[src/rtl/pipe_ctrl.sv]
// pipe_ctrl - central pipeline controller.
//
// Generates stall/flush for if_reg, id_reg, ex_reg and mem_reg plus the
// fetch-PC redirect. Handles the memory-busy freeze, load-use interlock,
// taken branches, exceptions/interrupts and ERET. Keeps EPC, the last trap
// cause, the interrupt-enable flag and a saturating stall-cycle counter.
//
// Ports:
//   clk, reset                      clock, synchronous active-high reset
//   IFEn, RaAddr/RaUse, RbAddr/RbUse  decode-stage instruction and its sources
//   IDEn, IDIsLoad, IDDstAddr, IDGPRWE_  id_reg instruction (GPR WE active low)
//   BrTaken, BrTarget               resolved taken branch and its target
//   EXEn, EXPC, EXExpCode, EXEret   ex_reg instruction, PC, exception, ERET
//   MemBusy, IrqReq                 memory not ready, level interrupt request
//   IF/ID/EX/MEMStall, *Flush       per-register hold / bubble controls
//   PCLoad, NewPC                   fetch-PC redirect
//   EPC, ExpCause, IntEn, StallCnt  registered status
module pipe_ctrl #(
    parameter int unsigned       ADDR_W     = 30,
    parameter int unsigned       REG_W      = 5,
    parameter int unsigned       EXP_W      = 3,
    parameter int unsigned       CNT_W      = 16,
    parameter logic [ADDR_W-1:0] EXP_VECTOR = 30'h10,
    parameter logic [EXP_W-1:0]  IRQ_CODE   = 3'h1
) (
    input  logic              clk,
    input  logic              reset,
    input  logic              IFEn,
    input  logic [REG_W-1:0]  RaAddr,
    input  logic              RaUse,
    input  logic [REG_W-1:0]  RbAddr,
    input  logic              RbUse,
    input  logic              IDEn,
    input  logic              IDIsLoad,
    input  logic [REG_W-1:0]  IDDstAddr,
    input  logic              IDGPRWE_,
    input  logic              BrTaken,
    input  logic [ADDR_W-1:0] BrTarget,
    input  logic              EXEn,
    input  logic [ADDR_W-1:0] EXPC,
    input  logic [EXP_W-1:0]  EXExpCode,
    input  logic              EXEret,
    input  logic              MemBusy,
    input  logic              IrqReq,
    output logic              IFStall,
    output logic              IDStall,
    output logic              EXStall,
    output logic              MEMStall,
    output logic              IFFlush,
    output logic              IDFlush,
    output logic              EXFlush,
    output logic              MEMFlush,
    output logic              PCLoad,
    output logic [ADDR_W-1:0] NewPC,
    output logic [ADDR_W-1:0] EPC,
    output logic [EXP_W-1:0]  ExpCause,
    output logic              IntEn,
    output logic [CNT_W-1:0]  StallCnt
);

    typedef enum logic [1:0] {
        S_RUN  = 2'd0,
        S_TRAP = 2'd1,
        S_ERET = 2'd2
    } state_t;

    state_t              state_q, state_d;
    logic [ADDR_W-1:0]   epc_q, epc_d;
    logic [EXP_W-1:0]    cause_q, cause_d;
    logic                inten_q, inten_d;
    logic [CNT_W-1:0]    cnt_q, cnt_d;

    logic                trap_ev_s;
    logic                eret_ev_s;
    logic                load_use_s;

    // An IRQ only counts when it can be attached to a valid EX instruction.
    assign trap_ev_s  = EXEn & ((EXExpCode != '0) | (IrqReq & inten_q));
    assign eret_ev_s  = EXEn & EXEret;
    assign load_use_s = IDEn & IDIsLoad & ~IDGPRWE_ & (IDDstAddr != '0) & IFEn &
                        ((RaUse & (RaAddr == IDDstAddr)) |
                         (RbUse & (RbAddr == IDDstAddr)));

    // State and status registers.
    always_ff @(posedge clk) begin
        if (reset) begin
            state_q <= S_RUN;
            epc_q   <= '0;
            cause_q <= '0;
            inten_q <= 1'b1;
            cnt_q   <= '0;
        end else begin
            state_q <= state_d;
            epc_q   <= epc_d;
            cause_q <= cause_d;
            inten_q <= inten_d;
            cnt_q   <= cnt_d;
        end
    end

    // Next-state selection.
    always_comb begin
        state_d = state_q;
        case (state_q)
            S_RUN: begin
                if (MemBusy) begin
                    state_d = S_RUN;
                end else if (trap_ev_s) begin
                    state_d = S_TRAP;
                end else if (eret_ev_s) begin
                    state_d = S_ERET;
                end else begin
                    state_d = S_RUN;
                end
            end
            S_TRAP, S_ERET: begin
                if (MemBusy) begin
                    state_d = state_q;
                end else begin
                    state_d = S_RUN;
                end
            end
            default: state_d = S_RUN;
        endcase
    end

    // Next values of EPC / cause / interrupt enable / stall counter.
    always_comb begin
        epc_d   = epc_q;
        cause_d = cause_q;
        inten_d = inten_q;
        cnt_d   = cnt_q;
        if ((state_q == S_RUN) && !MemBusy && trap_ev_s) begin
            epc_d   = EXPC;
            cause_d = (EXExpCode != '0) ? EXExpCode : IRQ_CODE;
            inten_d = 1'b0;
        end else if ((state_q == S_ERET) && !MemBusy) begin
            inten_d = 1'b1;
        end else begin
            inten_d = inten_q;
        end
        if (IFStall && (cnt_q != {CNT_W{1'b1}})) begin
            cnt_d = cnt_q + CNT_W'(1);
        end else begin
            cnt_d = cnt_q;
        end
    end

    // Stall / flush / redirect outputs; all quiet while reset is asserted.
    always_comb begin
        IFStall  = 1'b0;
        IDStall  = 1'b0;
        EXStall  = 1'b0;
        MEMStall = 1'b0;
        IFFlush  = 1'b0;
        IDFlush  = 1'b0;
        EXFlush  = 1'b0;
        MEMFlush = 1'b0;
        PCLoad   = 1'b0;
        NewPC    = '0;
        if (reset) begin
            PCLoad = 1'b0;
        end else if (MemBusy) begin
            // Memory freeze wins in every state.
            IFStall  = 1'b1;
            IDStall  = 1'b1;
            EXStall  = 1'b1;
            MEMStall = 1'b1;
        end else begin
            case (state_q)
                S_RUN: begin
                    if (trap_ev_s) begin
                        IFFlush  = 1'b1;
                        IDFlush  = 1'b1;
                        EXFlush  = 1'b1;
                        MEMFlush = 1'b1;
                    end else if (eret_ev_s) begin
                        IFFlush = 1'b1;
                        IDFlush = 1'b1;
                        EXFlush = 1'b1;
                    end else if (load_use_s) begin
                        // Hold decode, bubble into EX; a branch seen now is re-resolved later.
                        IFStall = 1'b1;
                        IDFlush = 1'b1;
                    end else if (IFEn && BrTaken) begin
                        PCLoad  = 1'b1;
                        NewPC   = BrTarget;
                        IFFlush = 1'b1;
                    end else begin
                        PCLoad = 1'b0;
                    end
                end
                S_TRAP: begin
                    PCLoad  = 1'b1;
                    NewPC   = EXP_VECTOR;
                    IFFlush = 1'b1;
                end
                S_ERET: begin
                    PCLoad  = 1'b1;
                    NewPC   = epc_q;
                    IFFlush = 1'b1;
                end
                default: PCLoad = 1'b0;
            endcase
        end
    end

    assign EPC      = epc_q;
    assign ExpCause = cause_q;
    assign IntEn    = inten_q;
    assign StallCnt = cnt_q;

endmodule

[config.mk]
export PLATFORM = sky130hd
export DESIGN_NAME = pipe_ctrl
export DESIGN_NICKNAME = d
export VERILOG_FILES = /design/src/rtl/pipe_ctrl.sv
export SDC_FILE = /design/constraint.sdc
export NUM_CORES = 1
export LEC_CHECK = 0
export ABC_AREA = 1
export BUFFER_PORTS_ARGS = -buffer_cell sky130_fd_sc_hd__clkbuf_2
export CAP_MARGIN = 20
export CORE_UTILIZATION = 29
export DETAILED_ROUTE_END_ITERATION = 6
export PLACE_DENSITY_LB_ADDON = 0.25
export SLEW_MARGIN = 25
export SYNTH_ARGS = -nofsm -noshare
export SYNTH_HDL_FRONTEND = slang
export SYNTH_SLANG_ARGS = --single-unit
[constraint.sdc]
create_clock -name clk -period 3.8 [get_ports clk]
set_clock_uncertainty 0.1 [all_clocks]
set_input_delay 0 -clock clk [delete_from_list [all_inputs] [get_ports clk]]
set_output_delay 0 -clock clk [all_outputs]
set_load 0.1 [all_outputs]
# Word level (Yosys, flattened, before mapping)
# Cells that the tools add are included.
# classes
bitwise_logic,13
addsub,1
muxes,49
n_reduce_logical,11
n_eq_ne,6
# ops
operator,count
two-way mux 30 bit,6
case mux 30 bit (3 select lines),1
two-way mux 1 bit,34
adder 16 x 1 -> 16 bit (second input constant),1
!= test 16 bit (second input constant),1
AND 1 bit,10
equality test 5 bit,2
two-way mux 2 bit,4
logical AND 1 bit,5
nonzero test 5 bit,1
case mux 1 bit (2 select lines),2
case mux 2 bit (2 select lines),1
two-way mux 3 bit,1
nonzero test 3 bit,1
equality test 2 x 1 -> 1 bit (second input constant),1
equality test 2 bit (second input constant),1
zero test 2 bit,1
!= test 2 bit (second input constant),1
OR 1 bit,2
nonzero test 2 bit,1
OR reduction 2 bit,1
zero test 1 bit,1
NOT 1 bit,1
# totals
register_bits,52
output_inout_bits,89
wordCells,85

# Logic depth before layout (Yosys ltp)
# logic_depth
word_depth,12
ltp_mapped,12
depth_no_buf,11

# Least setup slack after synthesis
# OpenSTA, ideal clock, no wires.
# synth_path
path_type,register to output
from,"register inten_q, in the netlist IntEn"
to,output port NewPC[21]
path_slack_ps,635
t_arrival_ps,3065
required_ps,3700
path_buffers,1
stages_incl_launch_ff,9
cell_sequence,dfxtp_1 -> nand2_1 -> nand3_1 -> nand2_2 -> nand3_1 -> inv_1 -> clkbuf_1 -> nand4_1 -> a21oi_1
# synth_between
elab_chain_cells,7
# synth_lines
element,line_no,rtl
from (decl),70,"logic inten_q, inten_d;"
from (signal assigned),96,inten_q <= inten_d;
AND 1 bit,78,assign trap_ev_s = EXEn & ((EXExpCode != '0) | (IrqReq & inten_q));
OR 1 bit,78,
AND 1 bit,78,
two-way mux 30 bit,172,if (trap_ev_s) begin
case mux 30 bit (3 select lines),170,case (state_q)
two-way mux 30 bit,163,end else if (MemBusy) begin
two-way mux 30 bit,161,if (reset) begin
to (decl),54,"output logic [ADDR_W-1:0] NewPC,"
# Every way passes these cells.

# Worst setup path in the final report
# layout_path
from,input port EXExpCode[2]
to,"register epc_q[17], in the netlist EPC[17]"
# layout_between
elab_chain_cells,4
# layout_lines
element,line_no,rtl
from (decl),41,"input logic [EXP_W-1:0] EXExpCode,"
nonzero test 3 bit,78,
OR 1 bit,78,
AND 1 bit,78,
logical AND 1 bit,133,if ((state_q == S_RUN) && !MemBusy && trap_ev_s) begin
to (signal assigned),94,epc_q <= epc_d;
to (decl),68,"logic [ADDR_W-1:0] epc_q, epc_d;"
# Every way passes these cells.
# A chain may end at the register's enable or synchronous reset.

==> results.md <==
- Run status: finished clean
- Drt initial violations: 300
- Unrepaired setup endpoints after global routing: false
- Peak supply drop: 0.000132 V
- Cts bufs inserted: 5
- Post-Syn Area: 0.00320 mm^2
- Met3 Resource Use GR: 4.26%
- Syn Inst Count: 490
- Part of the cycle the worst path needs: 79.8%
- DRC errors left: 0
- Worst Hold Class: in -> reg
- Wire length per cell: 14.3 um
- Gpl congestion: 0.824
- Initial antenna violation count: 0
- Minimum clock period: 3030 ps
- CTS Root Cell: clkbuf_8
- FF-to-FF End: EPC[17]
- Hold Crit Start: EXEret
- Final setup fails: 0
- Vias/cell: 5.01
- Non-filler instance count after layout: 817
- Startpoint type of the worst setup path: input port
- Critical Path End Type: register
- GRT Util Overall: 19.6%
- Synth cell types: 31
- ANT cells: 0
- I/O pin cnt: 180
- Row count: 37
- Leak: 2.09 nW
- Clk slew on worst S/H paths: 100 ps
- FF-to-FF Start: IntEn
- Setup Crit Path Kind: in -> reg
- Initial DRT Pass Iterations: 5
- Die height: 107 um
- Global-route wire length before repair: 18,000 um
- Post-synth top area share: 32.5%
- CP max FO: 33
- Synth Warn #: 0
- Grt peak-use layer: met2
- Reg2Reg Depth: 8
- Buffers on Ports: 179
- Fmax: 330 MHz
- Core Footprint: 0.0105 mm^2
- Drt total wl: 11,600 um
- Syn Nets: 586
- Grt ovf: 0
- Inst Count DP: 773
- Cell count of the worst hold path: 5
- Pins Over Slew Limit: 0
- Max-Cap Viols: 0
- Met1 Usage GRT: 22.3%
- DRT antenna net count: 0
- Setup TNS: 0 ps
- Layout cells sized above 1: 31.1%
- P&R area growth vs syn: 43.5%
- Reg-to-reg slack, setup: 880 ps
- TritonCTS Sinks: 52
- Detail Placement HPWL: 8340 um
- Final Hold Viols: 0
- Starting density of the core: 30.5%
- Die area: 0.0115 mm^2
- Syn avg cell area: 6.53 um^2
- Layout Nets: 776
- CP required: 3940 ps
- PD cells: 295 mW/mm^2
- Clock latency on the worst-skew pair: 300 ps
- Largest cells by area after synthesis: dfxtp_1 33%, nand2_1 15%, a21oi_1 12%
- Critical path arrival: 3170 ps
- Hold endpoint: state_q[1]
- Pin count of the biggest net entering global routing: 51
- Die width: 107 um
- H-tree depth: 2
- Layout filler cell count: 1,108
- Hold Worst Slack: 72.2 ps
- Dominant cell type by area after synthesis: dfxtp_1
- Sequential share of the synthesized area: 32.5%
- Synth Register Bits: 52
- Longest Clk Path Bufs: 2
- CTS tree: done
- GRT met2 Usage: 37.3%
- Vias after detailed routing: 4,093
- Worst slew pin tran: 994 ps
- Vias in the first global route: 3,695
- Slew headroom: 33.6%
[registers in the layout, summed over array words and instances (netlist names)]
name and flops:
EPC 30, IntEn 1, state_q 2, ExpCause 3, StallCnt 16
[metrics by stage]
stage / total power (W) / setup WS, ps / area (um^2) / util [%]
after floorplan: 0.000893 / 635 / 3200 / -
after global placement: 0.000993 / 1070 / 4130 / 39.3
after detailed placement: 0.000998 / 889 / 4130 / 39.3
after CTS: 0.00137 / 772 / 4590 / 43.6
after global routing: 0.00142 / 455 / 4590 / 43.7
final: 0.00135 / 767 / 4590 / 43.7
[repair_timing]
item                                   in CTS  in global routing
resized for setup                           0                  0
setup buffers                               0                  0
hold buffers                               36                  0
endpoints found under the hold margin      38                  0
[cell families (layout without fill, tap and decap cells)]
group                      after synthesis  in the layout  share of synthesized area (%)
xor gates and xnor gates                12             12                           3.28
and+or+nand+nor                        258            258                           37.3
AOI/OAI and AO/OA                       90             90                           15.3
DFF                                     52             52                           32.5
buffers and inverters                   73            264                           9.66
adders and majority gates                5              5                           1.95
[report_power, final]
group / leakage [nW] / internal (W) / switching [W]
Clock: 0.0434 / 0.000148 / 0.000189
Combinational: 1.62 / 0.000108 / 0.000327
Sequential: 0.423 / 0.000564 / 0.0000179
[synthesized netlist by cell type (all sizes together)]
master / n
nand2: 132
a21oi: 84
nand3: 61
dfxtp: 52
inv: 36
nand4: 33
clkbuf: 24
nor2: 24
buf: 12
xor2: 11
nor3: 6
ha: 5
a211oi: 2
o32ai: 2
a31oi: 1
clkinv: 1
nand3b: 1
nor4: 1
o21ai: 1
xnor2: 1
[placed cells by master (no fill, tap or decap)]
cell and instances:
buf_4 4, clkbuf_8 6, inv_2 2, nor3_2 1, clkinvlp_4 2, nand2_2 6, xnor2_1 1, o32ai_1 2
dfxtp_1 52, nand4_4 1, nor3_4 1, dlygate4sd3_1 36, clkinv_1 1, a211oi_1 2, nand2_4 1, nand2_1 125
xor2_1 11, nor2_2 2, ha_1 5, nand3_1 61, a21oi_2 7, a31oi_1 1, nor2_1 22, a21oi_1 77
nor3_1 4, nor4_1 1, clkbuf_2 179, nand4_1 32, nand3b_1 1, inv_1 34, o21ai_0 1
[per-layer routing]
layer	routed length [um]	part of all wire, %
met1	4850	42
met2	5870	50
met3	790	6.8
met4	130	1.1
met5	0	0
[layout make-up]
| type | instances | area, um^2 | share of cell area, % |
|---|---|---|---|
| multi-input combinational | 365 | 1860 | 40.5 |
| timing repair buffer | 219 | 1290 | 28.0 |
| tap | 136 | 170 | 3.71 |
| clock inverter | 2 | 15.0 | 0.327 |
| clock buffer | 6 | 82.6 | 1.80 |
| inverter | 37 | 139 | 3.02 |
| sequential | 52 | 1040 | 22.7 |
[worst max-delay path by stage]
| stage | startpoint | endpoint | slack, ps |
|---|---|---|---|
| finish | EXExpCode[2] | EPC[17] | 770 |
| global route | EXExpCode[2] | EPC[8] | 460 |
| CTS | EXExpCode[0] | EPC[17] | 770 |
| detailed placement | IntEn | EPC[17] | 890 |
| global placement | IntEn | EPC[9] | 1070 |
| floorplan | IntEn | NewPC[21] | 630 |
[worst max-delay path, stage by stage]
cell	delay (ps)
dlygate4sd3_1	550
clkbuf_2	150
nor2_2	100
nand3_1	110
nand2_2	140
clkinv_1	780
nand2_1	750
buf_4	350
nand2_1	80
a21oi_1	140
Note: power is estimated with default switching activity, not from simulation.
